===== config.mk =====
export PLATFORM = sky130hd
export DESIGN_NAME = intr_gen_n
export DESIGN_NICKNAME = d
export VERILOG_FILES = /design/src/rtl/intr_gen_n.sv
export SDC_FILE = /design/constraint.sdc
export NUM_CORES = 1
export LEC_CHECK = 0
export ABC_CLOCK_PERIOD_IN_PS = 12400
export BUFFER_PORTS_ARGS = -buffer_cell sky130_fd_sc_hd__clkbuf_2
export CAP_MARGIN = 20
export CORE_ASPECT_RATIO = 1.4
export CORE_MARGIN = 3
export CORE_UTILIZATION = 50
export CTS_BUF_LIST = sky130_fd_sc_hd__clkbuf_16
export CTS_CLUSTER_DIAMETER = 80
export DETAILED_ROUTE_END_ITERATION = 16
export GPL_TIMING_DRIVEN = 0
export PLACE_DENSITY = 0.73
export SLEW_MARGIN = 20
export SYNTH_ARGS = -nofsm -noshare
export SYNTH_HDL_FRONTEND = slang
export SYNTH_SLANG_ARGS = --single-unit

===== constraint.sdc =====
create_clock -name clk -period 12.4 [get_ports clk]
set_clock_uncertainty 0.05 [all_clocks]
set_input_delay 1.24 -clock clk [delete_from_list [all_inputs] [get_ports clk]]
set_output_delay 1.24 -clock clk [all_outputs]
set_load 0.05 [all_outputs]

===== src/rtl/intr_gen_n.sv =====
// intr_gen_n: pseudo-random interrupt generator with NCH independent channels.
// Each channel waits a random multiple of MINWAIT cycles, then raises its
// request either as a held level (released by acknowledge) or a 1-cycle pulse.
module intr_gen_n #(
    parameter int unsigned    NCH        = 3,
    parameter int unsigned    MINWAIT    = 10,
    parameter logic [31:0]    SEED       = 32'hACE1_2468,
    parameter logic [NCH-1:0] PULSE_MASK = '0
) (
    input  logic              clk,
    input  logic              rst,
    input  logic [3:0]        intr_intvl,
    input  logic              intr_en,
    input  logic [NCH-1:0]    ch_en,
    input  logic [NCH-1:0]    intr_ack,
    output logic [NCH-1:0]    irq_o,
    output logic [NCH*16-1:0] irq_cnt_o
);

    typedef enum logic [1:0] {
        ST_IDLE,
        ST_WAIT,
        ST_ASSERT
    } chanState_t;

    // An all-zero seed would lock the LFSR, so it is swapped for 1.
    localparam logic [31:0] SEED_EFF  = (SEED == 32'h0) ? 32'h1 : SEED;
    localparam logic [31:0] LFSR_TAPS = 32'h8020_0003;

    logic [31:0]    lfsr_q;
    logic [31:0]    lfsr_d;
    chanState_t     state_q   [NCH];
    logic [24:0]    waitCnt_q [NCH];
    logic [24:0]    waitLoad_d[NCH];
    logic [15:0]    irqCnt_q  [NCH];
    logic [NCH-1:0] irq_q;

    // Per-channel constant that decorrelates the channels' random words.
    function automatic logic [15:0] chanSalt(input int i);
        logic [31:0] prod;
        prod = i * 32'h0000_9E37;
        return prod[15:0];
    endfunction

    // Wait length: (masked random + 1) quanta; the largest case fits 25 bits.
    function automatic logic [24:0] calcWait(input logic [15:0] r, input logic [3:0] intvl);
        logic [15:0] mask;
        logic [31:0] prod;
        mask = (16'h1 << intvl) - 16'h1;
        prod = (32'(r & mask) + 32'h1) * MINWAIT;
        return prod[24:0];
    endfunction

    function automatic logic [15:0] satInc(input logic [15:0] v);
        return (v == 16'hFFFF) ? v : v + 16'd1;
    endfunction

    // Galois LFSR next state, shifting right with the feedback taps applied.
    always_comb begin
        lfsr_d = {1'b0, lfsr_q[31:1]} ^ (lfsr_q[0] ? LFSR_TAPS : 32'h0);
    end

    // Wait-counter load value each channel would take on leaving IDLE now.
    always_comb begin
        for (int i = 0; i < NCH; i++) begin
            waitLoad_d[i] = calcWait(lfsr_q[15:0] ^ chanSalt(i), intr_intvl);
        end
    end

    // LFSR plus all channel FSMs; reset overrides every other transition.
    always_ff @(posedge clk) begin
        if (rst) begin
            lfsr_q <= SEED_EFF;
            irq_q  <= '0;
            for (int i = 0; i < NCH; i++) begin
                state_q[i]   <= ST_IDLE;
                waitCnt_q[i] <= '0;
                irqCnt_q[i]  <= '0;
            end
        end else begin
            lfsr_q <= lfsr_d;
            for (int i = 0; i < NCH; i++) begin
                case (state_q[i])
                    ST_IDLE: begin
                        if (intr_en && ch_en[i] && (intr_intvl != 4'd0)) begin
                            state_q[i]   <= ST_WAIT;
                            waitCnt_q[i] <= waitLoad_d[i];
                        end
                    end
                    ST_WAIT: begin
                        if (!(intr_en && ch_en[i])) begin
                            state_q[i]   <= ST_IDLE;
                            waitCnt_q[i] <= '0;
                        end else if (waitCnt_q[i] <= 25'd1) begin
                            state_q[i]   <= ST_ASSERT;
                            waitCnt_q[i] <= '0;
                            irq_q[i]     <= 1'b1;
                            irqCnt_q[i]  <= satInc(irqCnt_q[i]);
                        end else begin
                            waitCnt_q[i] <= waitCnt_q[i] - 25'd1;
                        end
                    end
                    ST_ASSERT: begin
                        if (PULSE_MASK[i]) begin
                            state_q[i] <= ST_IDLE;
                            irq_q[i]   <= 1'b0;
                        end else if (intr_ack[i]) begin
                            if (lfsr_q[31 - (i % 32)] || !intr_en || !ch_en[i]) begin
                                state_q[i] <= ST_IDLE;
                                irq_q[i]   <= 1'b0;
                            end else begin
                                irqCnt_q[i] <= satInc(irqCnt_q[i]);
                            end
                        end
                    end
                    default: begin
                        state_q[i]   <= ST_IDLE;
                        waitCnt_q[i] <= '0;
                        irq_q[i]     <= 1'b0;
                    end
                endcase
            end
        end
    end

    // Enables gate the request combinationally so disabling drops it at once.
    always_comb begin
        irq_o = irq_q & ch_en & {NCH{intr_en}};
    end

    // Pack the per-channel assertion counters onto the flat output bus.
    always_comb begin
        irq_cnt_o = '0;
        for (int i = 0; i < NCH; i++) begin
            irq_cnt_o[16*i +: 16] = irqCnt_q[i];
        end
    end

endmodule


After elaboration in Yosys (flattened, before gate mapping)
Memories as Yosys holds them, arrays and structs flattened.
Index checks and enable logic that the tools add are counted.
W data, S select, Z words.
{ "classes": {"add_sub_neg": 10, "n_mul": 3, "div_mod_pow": 0, "magnitude_cmp": 3, "n_eq_ne": 21, "shift": 1, "n_mux": 150, "bitwise": 47, "n_reduce_logical": 26} }
{ "op_table": {"columns": ["cell", "count"], "rows": [
  ["$mux W25", 15],
  ["$mux W16", 9],
  ["$mux W1", 107],
  ["$le A25 B1 Y1 const B", 3],
  ["$sub A25 B1 Y25 const B", 3],
  ["$mul A17 B3 Y20 const B", 3],
  ["$add A16 B1 Y17 const B", 3],
  ["$add A16 B1 Y16 const B", 3],
  ["$and A16 B16 Y16", 3],
  ["$eq A16 B16 Y1 const B", 3],
  ["$or A1 B1 Y1", 36],
  ["$mux W32", 1],
  ["$xor A31 B32 Y32", 1],
  ["$mux W2", 15],
  ["$ne A2 B2 Y1 const B", 12],
  ["$shl A1 B4 Y16 const A", 1],
  ["$sub A16 B1 Y16 const B", 1],
  ["$reduce_and A5 Y1", 3],
  ["$not A10 Y10", 1],
  ["$not A9 Y9", 1],
  ["$pmux W1 S3", 3],
  ["$reduce_or A3 Y1", 3],
  ["$and A3 B3 Y3", 2],
  ["$eq A2 B1 Y1 const B", 3],
  ["other kinds (7)", 26]
]} }
{ "totals": {"register_bits": 35, "latchBits": 0, "ramBits": 129, "romBits": 0, "in_bits": 13, "output_inout_bits": 51, "wordCells": 268, "mem_count": 3} }
{ "memory_table": {"columns": ["memory", "words", "width", "rd", "rd_clocked_by_memory_dff", "wr", "line", "rtl"], "rows": [
  ["waitCnt_q", 3, 25, 3, 0, 3, "33", "logic [24:0] waitCnt_q [NCH];"],
  ["irqCnt_q", 3, 16, 3, 0, 3, "35", "logic [15:0] irqCnt_q [NCH];"],
  ["state_q", 3, 2, 3, 0, 3, "32", "chanState_t state_q [NCH];"]
]} }

Longest topological paths before layout
Gate-level depths: netlist of run 1.
{ "depth": {"word_depth": 11, "ltp_mapped": 20} }

Least setup slack after synthesis of run 1
OpenSTA, ideal clock, no wires.
{ "synth_timing": {"path_kind": "input to register", "startpoint": "input port intr_intvl[3]", "endpoint": "memory waitCnt_q[1][18] (data pin)", "setup_time_ns": 0.176, "arrival_ns": 5.852, "required_ns": 12.174, "path_slack_ns": 6.322, "cell_stages": 19, "n_path_buf": 3, "path_cell_list": "buf_2 > clkbuf_1 > or4b_2 > ha_1 > clkbuf_1 > nor3_1 > o211ai_1 > a21boi_1 > nand4_1 > nor4b_1 > xor2_1 > ha_1 > ha_1 > a21o_1 > a21o_1 > a21oi_1 > a21oi_1 > o31a_1 > o32ai_1"} }
{ "synth_lines": {"columns": ["element", "line", "rtl"], "rows": [
  ["start, declared", "12", "input logic [3:0] intr_intvl,"],
  ["end, declared", "33", null]
]} }

==> impl_summary.log, run 1 <==
[metrics] outcome: finished clean
[metrics] Final min period: 6700 ps
[metrics] final number of setup-violating endpoints: 0
[metrics] number of synthesized flops with an enable pin: 128
[metrics] fraction of met2 tracks used by global routing: 38.1%
[metrics] sinks on the clock net: 164
[metrics] prevailing post-synth register cell: edfxtp_1
[metrics] class of the worst hold path: reg2reg
[metrics] width of the chip: 137 µm
[metrics] first-pass GRT wire length: 45900 µm
[metrics] I/O pin total: 64
[metrics] top post-synthesis cells by area: edfxtp_1 32%, ha_1 11%, xnor2_1 6.7%
[metrics] r2r worst-path depth: 16
[metrics] CTS Root Buffer Type: clkbuf_16
[metrics] first drt pass iteration count: 5
[metrics] transition time at the pin with the least slew margin: 1040 ps
[metrics] number of endpoints with negative hold slack in the final report: 0
[metrics] RD Place Congestion: 0.858
[metrics] highest attainable clock frequency: 0.149 GHz
[metrics] setup slack on the worst flop-to-flop path: 7840 ps
[metrics] HPWL Detailed: 20700 µm
[metrics] endpoint of the worst hold-timing path: lfsr_q[16]
[metrics] number of antenna violations at the first check in global routing: 1
[metrics] fraction of final layout cells sized beyond drive strength 1: 10.1%
[metrics] via-per-instance ratio: 5.74
[metrics] Initial Utilization: 51.0%
[metrics] number of global-route vias before repair: 9624
[metrics] quantity of hold-fixing buffers added after cts: 0
[metrics] Most Frequent Cell on Critical Path: ha_1
[metrics] clock transition time at the flip-flop clock pins of the worst setup and hold paths: 70 ps
[metrics] via count: 9586
[metrics] setup repair after global routing missed its margin: no
[metrics] total standard cell area after synthesis: 0.0119 mm²
[metrics] Hold Startpoint: lfsr_q[17]
[metrics] TritonCTS clock tree: yes
[metrics] chip height: 189 µm
[metrics] fill cell instance count of the final layout: 2016
[metrics] largest net degree at the start of global routing: 26
[metrics] share of the synthesized area in the top cell type: 32.2%
[metrics] largest fanout on the critical path: 10
[metrics] synthesized area per cell: 9.42 µm²
[metrics] worst flop-to-flop path startpoint: lfsr_q[0]
[metrics] IR Drop Worst-Case VDD: 0.110 mV
[metrics] instance area at placement: 0.0127 mm²
[metrics] Total Wirelength: 27000 µm
[metrics] sort of element at the start of the critical path: primary input
[metrics] endpoint class of the critical path: flip-flop
[metrics] synth-to-layout area growth: 11.5%
[metrics] Arr. time, crit path: 6830 ps
[metrics] post-cts repair resize count: 0
[metrics] Critical Path Slowest Stage Cell: nor4_2
[metrics] Wirelength per Cell: 16.1 µm
[metrics] power density over cell area: 134 mW/mm²
[metrics] Seq/Total Area, Yosys: 38.3%
[metrics] full die area: 0.0258 mm²
[metrics] latest clock arrival within the worst-skew pair: 440 ps
[metrics] Std-Cell Core Area: 0.0234 mm²
[metrics] Iter 0 DRT Violations: 410
[metrics] critical path type: in2reg
[metrics] number of H-tree levels: 4
[metrics] setup repair bufs after CTS: 0
[metrics] number of port buffers: 61
[metrics] busiest layer in global routing: met2
[metrics] overall track demand over capacity in global routing: 21.9%
[metrics] crit-path cells: buf_2, nor4_2, inv_2, ha_1, clkbuf_1, nor3_1, o211ai_1, a21boi_1, nand4_1, nor4b_1, xor2_1, ha_1, ha_1, a21o_1, a21oi_1, a21oi_1, a211oi_1, xor2_1, o22ai_1
[metrics] Req. time, crit path: 12530 ps
[metrics] final net count: 1469
[metrics] post-route clock period utilization: 54.0%
[metrics] cell accounting for the most synthesized area: edfxtp_1
[metrics] max capacitance violation total: 0
[metrics] maximum single-stage delay on the critical path: 900 ps
[metrics] Overflow after GRT: 0
[metrics] met3 usage in global routing: 4.09%
[metrics] Synthesis Warnings: 0
[metrics] worst slew slack as a fraction of its limit: 30.1%
[metrics] fraction of synthesis flops using an asynchronous set or reset pin: 0%
[metrics] final antenna-violating net count: 0
[metrics] number of standard cells after synthesis: 1266
[metrics] Sum Neg Setup Slack: 0 ps
[metrics] cell count of the worst hold path: 1
[metrics] met1 Use GR: 26.3%
[metrics] site row count: 66
[metrics] DRC errors left: 0
[metrics] cts bufs inserted: 17
[metrics] Final Slew Violations: 0
[metrics] Max Buffers Root-to-Sink: 2
[metrics] number of flip-flops and latches in the synthesized netlist: 164
[metrics] post-route cell area: 0.0133 mm²
[metrics] library cells used by synthesis: 73
[metrics] capture point of the worst reg-to-reg path: waitCnt_q[0][18]
[metrics] leakage power total: 5.17 nW
[registers in the layout, indices dropped and copies added (netlist names)]
register / flops
irqCnt_q: 48
irq_q: 3
lfsr_q: 32
state_q: 6
waitCnt_q: 75
[cell type report]
cell class / instances / area, µm² / share of cell area [%]
antenna: 1 / 2.50 / 0.0188
buffer: 35 / 143 / 1.07
clock buffer: 21 / 526 / 3.95
clock inverter: 11 / 82.6 / 0.621
inverter: 46 / 173 / 1.30
multi-input combinational: 1023 / 7080 / 53.2
sequential: 164 / 4560 / 34.3
tap: 306 / 383 / 2.88
timing repair buffer: 64 / 349 / 2.62
[critical path, delay by kind of cell]
family                   cells  cell delay [ps]
AO/OA/AOI/OAI                7             1640
XOR/XNOR                     2              530
adder cells (fa/ha/maj)      3              920
buffers and inverters        3              620
AND/OR/NAND/NOR              4             1870
[per-layer routing]
layer	vias up	part of all wire, %
met4	0	3.4
li1	4840	-
met3	60	3.0
met5	-	0
met1	4542	42
met2	144	52
[logic make-up after synthesis]
family                     count (synthesis)  synth area share [%]
and+or+nand+nor                          509                  22.0
AOI/OAI and AO/OA                        227                  12.7
buffers and inverters                     81                  2.64
other                                      1                0.0314
xor gates and xnor gates                 177                  13.0
adders and majority gates                105                  11.2
muxes                                      2                 0.168
DFF                                      164                  38.3
[report_power, final]
group	switching [mW]	internal, mW	total [mW]
Sequential	0.0698	0.681	0.751
Combinational	0.291	0.192	0.484
Clock	0.240	0.308	0.548
Total	0.601	1.18	1.78
[synthesized netlist by cell type (31+ instances only)]
| master | count |
|---|---|
| nor2_1 | 152 |
| xnor2_1 | 91 |
| nand2_1 | 80 |
| dfxtp_1 | 36 |
| edfxtp_1 | 128 |
| nor3_1 | 40 |
| o21ai_0 | 37 |
| nand3_1 | 47 |
| ha_1 | 102 |
| inv_1 | 43 |
| o22ai_1 | 49 |
| a21oi_1 | 39 |
| xor2_1 | 86 |
| nor2b_1 | 31 |
[per-stage QoR]
stage	hold slack [ps]	utilization (%)	power [mW]	worst slack, ps	cells
2_1_floorplan	339	-	1.12	6320	1268
3_3_place_gp	344	54.0	1.23	5450	1635
3_5_place_dp	350	54.3	1.24	5330	1637
4_1_cts	364	56.9	1.79	5770	1669
5_1_grt	376	56.9	1.88	5230	1671
6_report	365	56.9	1.78	5700	1671
[cells in the final DEF (no fill, tap or decap), drive strengths merged, types with 5 or more instances in the layout]
cell type and n:
nor2 153, edfxtp 128, clkbuf 109, ha 102, xnor2 91, xor2 86, nand2 80, inv 55
o22ai 50, nand3 47, nor3 40, a21oi 39, o21ai 38, dfxtp 36, nor2b 31, nand4 26
nor4 24, or3 17, or2 15, nand2b 15, a21o 15, and3 14, o21a 13, or4 13
buf 11, a211oi 8, and2 7, nand3b 7, and4 7, o21bai 6, o31ai 6, o211ai 5
a31oi 5, nor4b 5
[worst max path at each step]
stage | startpoint | end | slack, ps | cells past startpoint
2_1_floorplan | intr_intvl[3] | waitCnt_q[1][18] | 6320 | 19
3_3_place_gp | intr_intvl[3] | waitCnt_q[1][17] | 5450 | 20
3_5_place_dp | intr_intvl[2] | waitCnt_q[1][17] | 5330 | 19
4_1_cts | intr_intvl[2] | waitCnt_q[1][17] | 5770 | 19
5_1_grt | intr_intvl[2] | waitCnt_q[1][18] | 5230 | 19
6_report | intr_intvl[2] | waitCnt_q[1][17] | 5700 | 19
(Power assumes the default switching activity.)
==> inputs of run 2 (changes only) <==
ABC_CLOCK_PERIOD_IN_PS = 5750   (was 12400)
PLACE_DENSITY = 0.76   (was 0.73)
clock period = 5.75 ns   (was 12.4 ns; I/O delays follow)
==> run 2 against run 1 <==
  * Flip-flop and latch count stayed put
  * Routed wire length is 2.7% higher
  * Critical endpoint is now waitCnt_q[1][13]
  * Combinational power is 120% higher
  * Setup slack worse by 5500 ps
  * Non-clock buffer count up 2
  * First-iteration DRC count up 68%
  * Clock power increased by 110%
==> impl_summary.log, run 2 (same netlist as run 1, synthesis figures left out) <==
[metrics] leading cell types in the layout, fill and taps excluded: 152 x nor2_1, 128 x edfxtp_1, 102 x ha_1, 91 x xnor2_1, 85 x xor2_1 (was 152 x nor2_1, 128 x edfxtp_1, 102 x ha_1, 91 x xnor2_1, 86 x xor2_1)
[metrics] worst slew slack as a fraction of its limit: 45.0% (was 30.1%)
[metrics] post-route clock period utilization: 96.9%
[metrics] via count: 9741 (was 9586)
[metrics] pre-CTS worst setup slack: -691 ps (was 5330 ps)
[metrics] clock transition time at the flip-flop clock pins of the worst setup and hold paths: 70 ps (about the same)
[metrics] amount of wire on met3 after detailed routing: 901 µm (was 817 µm)
[metrics] number of H-tree levels: 4 (unchanged)
[metrics] full die area: 0.0258 mm² (unchanged)
[metrics] overall power after layout: 3.85 mW (was 1.78 mW)
[metrics] first-pass GRT wire length: 45700 µm (was 45900 µm)
[metrics] TritonCTS clock tree: yes (unchanged)
[metrics] I/O pin total: 64 (unchanged)
[metrics] Req. time, crit path: 5870 ps (was 12530 ps)
[metrics] instance area at placement: 0.0127 mm² (unchanged)
[metrics] post-route cell area: 0.0134 mm² (was 0.0133 mm²)
[metrics] number of antenna violations at the first check in global routing: 1 (unchanged)
[metrics] largest fanout on the critical path: 10 (unchanged)
[metrics] setup repair after global routing missed its margin: yes (was no)
[metrics] cts bufs inserted: 17 (unchanged)
[metrics] final net count: 1471 (was 1469)
[metrics] most common cell after layout, fill and taps aside: nor2_1 (unchanged)
[metrics] Final Slew Violations: 0 (unchanged)
[metrics] site row count: 66 (unchanged)
[metrics] IR Drop Worst-Case VDD: 0.220 mV (was 0.110 mV)
[metrics] Max Buffers Root-to-Sink: 2 (unchanged)
[metrics] wire length on met2: 14200 µm (was 13900 µm)
[metrics] synth-to-layout area growth: 12.4% (was 11.5%)
[metrics] final core utilization: 57.3% (was 56.9%)
[metrics] class of the worst hold path: reg2reg (unchanged)
[metrics] setup slack on the worst flop-to-flop path: 1270 ps (was 7840 ps)
[metrics] transition time at the pin with the least slew margin: 817 ps (was 1040 ps)
[metrics] power density over cell area: 287 mW/mm² (was 134 mW/mm²)
[metrics] DRC errors left: 0 (unchanged)
[metrics] Overflow after GRT: 0 (unchanged)
[metrics] first drt pass iteration count: 7 (was 5)
[metrics] top metal layer carrying routed signals: met5 (was met4)
[metrics] chip height: 189 µm (unchanged)
[metrics] latest clock arrival within the worst-skew pair: 440 ps (about the same)
[metrics] HPWL Detailed: 20700 µm (about the same)
[metrics] Wirelength per Cell: 16.6 µm (was 16.1 µm)
[metrics] via-per-instance ratio: 5.83 (was 5.74)
[metrics] smallest setup slack after layout: 177 ps (was 5700 ps)
[metrics] quantity of hold-fixing buffers added after cts: 0 (unchanged)
[metrics] largest net degree at the start of global routing: 26 (unchanged)
[metrics] highest attainable clock frequency: 0.179 GHz
[metrics] number of global-route vias before repair: 9574 (was 9624)
[metrics] area taken by multi-input logic gates: 0.00718 mm² (was 0.00708 mm²)
[metrics] final hold slack: 360 ps (was 365 ps)
[metrics] total area of sequential cells: 0.00456 mm² (unchanged)
[metrics] sort of element at the start of the critical path: primary input (unchanged)
[metrics] placed cell count: 1637 (unchanged)
[metrics] capture point of the worst reg-to-reg path: waitCnt_q[0][18] (unchanged)
[metrics] final antenna-violating net count: 0 (unchanged)
[metrics] worst flop-to-flop path startpoint: lfsr_q[0] (unchanged)
[metrics] Std-Cell Core Area: 0.0234 mm² (unchanged)
[metrics] Total Wirelength: 27700 µm (was 27000 µm)
[metrics] r2r worst-path depth: 16 (unchanged)
[metrics] final number of setup-violating endpoints: 0 (unchanged)
[metrics] critical path launch point: intr_intvl[3] (was intr_intvl[2])
[metrics] CTS Root Buffer Type: clkbuf_16 (unchanged)
[metrics] number of port buffers: 61 (unchanged)
[metrics] RD Place Congestion: 0.916 (was 0.858)
[metrics] outcome: finished clean (unchanged)
[metrics] Initial Utilization: 51.0% (unchanged)
[metrics] Reg with most FFs: waitCnt_q (unchanged)
[metrics] Sum Neg Setup Slack: 0 ps (unchanged)
[metrics] fraction of final layout cells sized beyond drive strength 1: 11.3% (was 10.1%)
[metrics] Arr. time, crit path: 5690 ps (was 6830 ps)
[metrics] max capacitance violation total: 0 (unchanged)
[metrics] worst setup path endpoint: waitCnt_q[1][13] (was waitCnt_q[1][17])
[metrics] width of the chip: 137 µm (unchanged)
[metrics] sinks on the clock net: 164 (unchanged)
[metrics] fill cell instance count of the final layout: 2014 (was 2016)
[metrics] Largest register FFs: 75 (unchanged)
[metrics] number of endpoints with negative hold slack in the final report: 0 (unchanged)
[metrics] n_diodes: 0 (was 1)
[metrics] endpoint class of the critical path: flip-flop (unchanged)
[metrics] overall track demand over capacity in global routing: 21.7% (was 21.9%)
[metrics] critical path type: in2reg (unchanged)
[metrics] leading registers by flop count: waitCnt_q: 75 flops, irqCnt_q: 48 flops, lfsr_q: 32 flops (unchanged)
[metrics] Final min period: 5570 ps
[metrics] Iter 0 DRT Violations: 687 (was 410)
[metrics] leakage power total: 5.18 nW (was 5.17 nW)
[metrics] detailed-route wire length on metal 1: 11500 µm (was 11300 µm)
[metrics] filler-free cell count of the finished design: 1672 (was 1671)
-- run 2: cell types whose count changed in the layout (fill, tap and decap cells not counted), sizes merged --
cell      previous run  this run
buf                 11        14
bufinv               0         2
clkbuf             109       104
clkinv               2         5
clkinvlp             0         1
diode                1         0
inv                 55        53
-- run 2: area by class of cell --
| class | instances | share of cell area (%) |
|---|---|---|
| Tap cell | 306 | 2.86 |
| Clock buffer | 17 | 3.17 |
| Sequential cell | 164 | 34.1 |
| Timing Repair Buffer | 66 | 2.74 |
| Inverter | 46 | 1.29 |
| Multi-Input combinational cell | 1023 | 53.5 |
| Clock inverter | 15 | 1.27 |
| Buffer | 35 | 1.06 |
-- run 2: worst max-delay path, stage by stage --
cell      delay (ps)
clkbuf_2         120
buf_2            190
clkbuf_1         220
or4b_2           720
ha_1             230
clkbuf_1         230
nor3_1           230
o211ai_1         200
a21boi_4         320
nand4_1          240
buf_4            230
xnor2_1          220
ha_1             280
ha_1             260
or3_1            420
o22ai_1          180
nor2b_1          120
a31oi_1          230
xor2_1           320
o22ai_1          140
-- run 2: what timing repair did --
| action | 4_1_cts | 5_1_grt |
|---|---|---|
| hold endpoints to repair | 0 | 0 |
| pin swaps | 0 | 3 |
| gates resized for setup | 2 | 13 |
| setup endpoints to repair | 10 | 16 |
| buffers inserted | 0 | 3 |
-- run 2: how the worst min path moves through the flow --
stage / startpoint / to / cells after the start
3_5_place_dp: lfsr_q[17] / lfsr_q[16] / 1
5_1_grt: lfsr_q[17] / lfsr_q[16] / 1
2_1_floorplan: lfsr_q[17] / lfsr_q[16] / 1
6_report: lfsr_q[27] / lfsr_q[26] / 1
4_1_cts: lfsr_q[27] / lfsr_q[26] / 1
3_3_place_gp: lfsr_q[23] / lfsr_q[22] / 1
-- run 2: where the power goes --
part           internal (mW)  switching [mW]
combinational          0.418           0.639
sequential              1.47           0.157
clock                  0.652           0.517
total                   2.54            1.31
-- run 2: metal layers --
metal / global-route usage (%) / vias up
li1: - / 4827
met1: 26.0 / 4639
met2: 37.7 / 207
met3: 3.55 / 66
met4: 9.58 / 2
met5: 0 / -
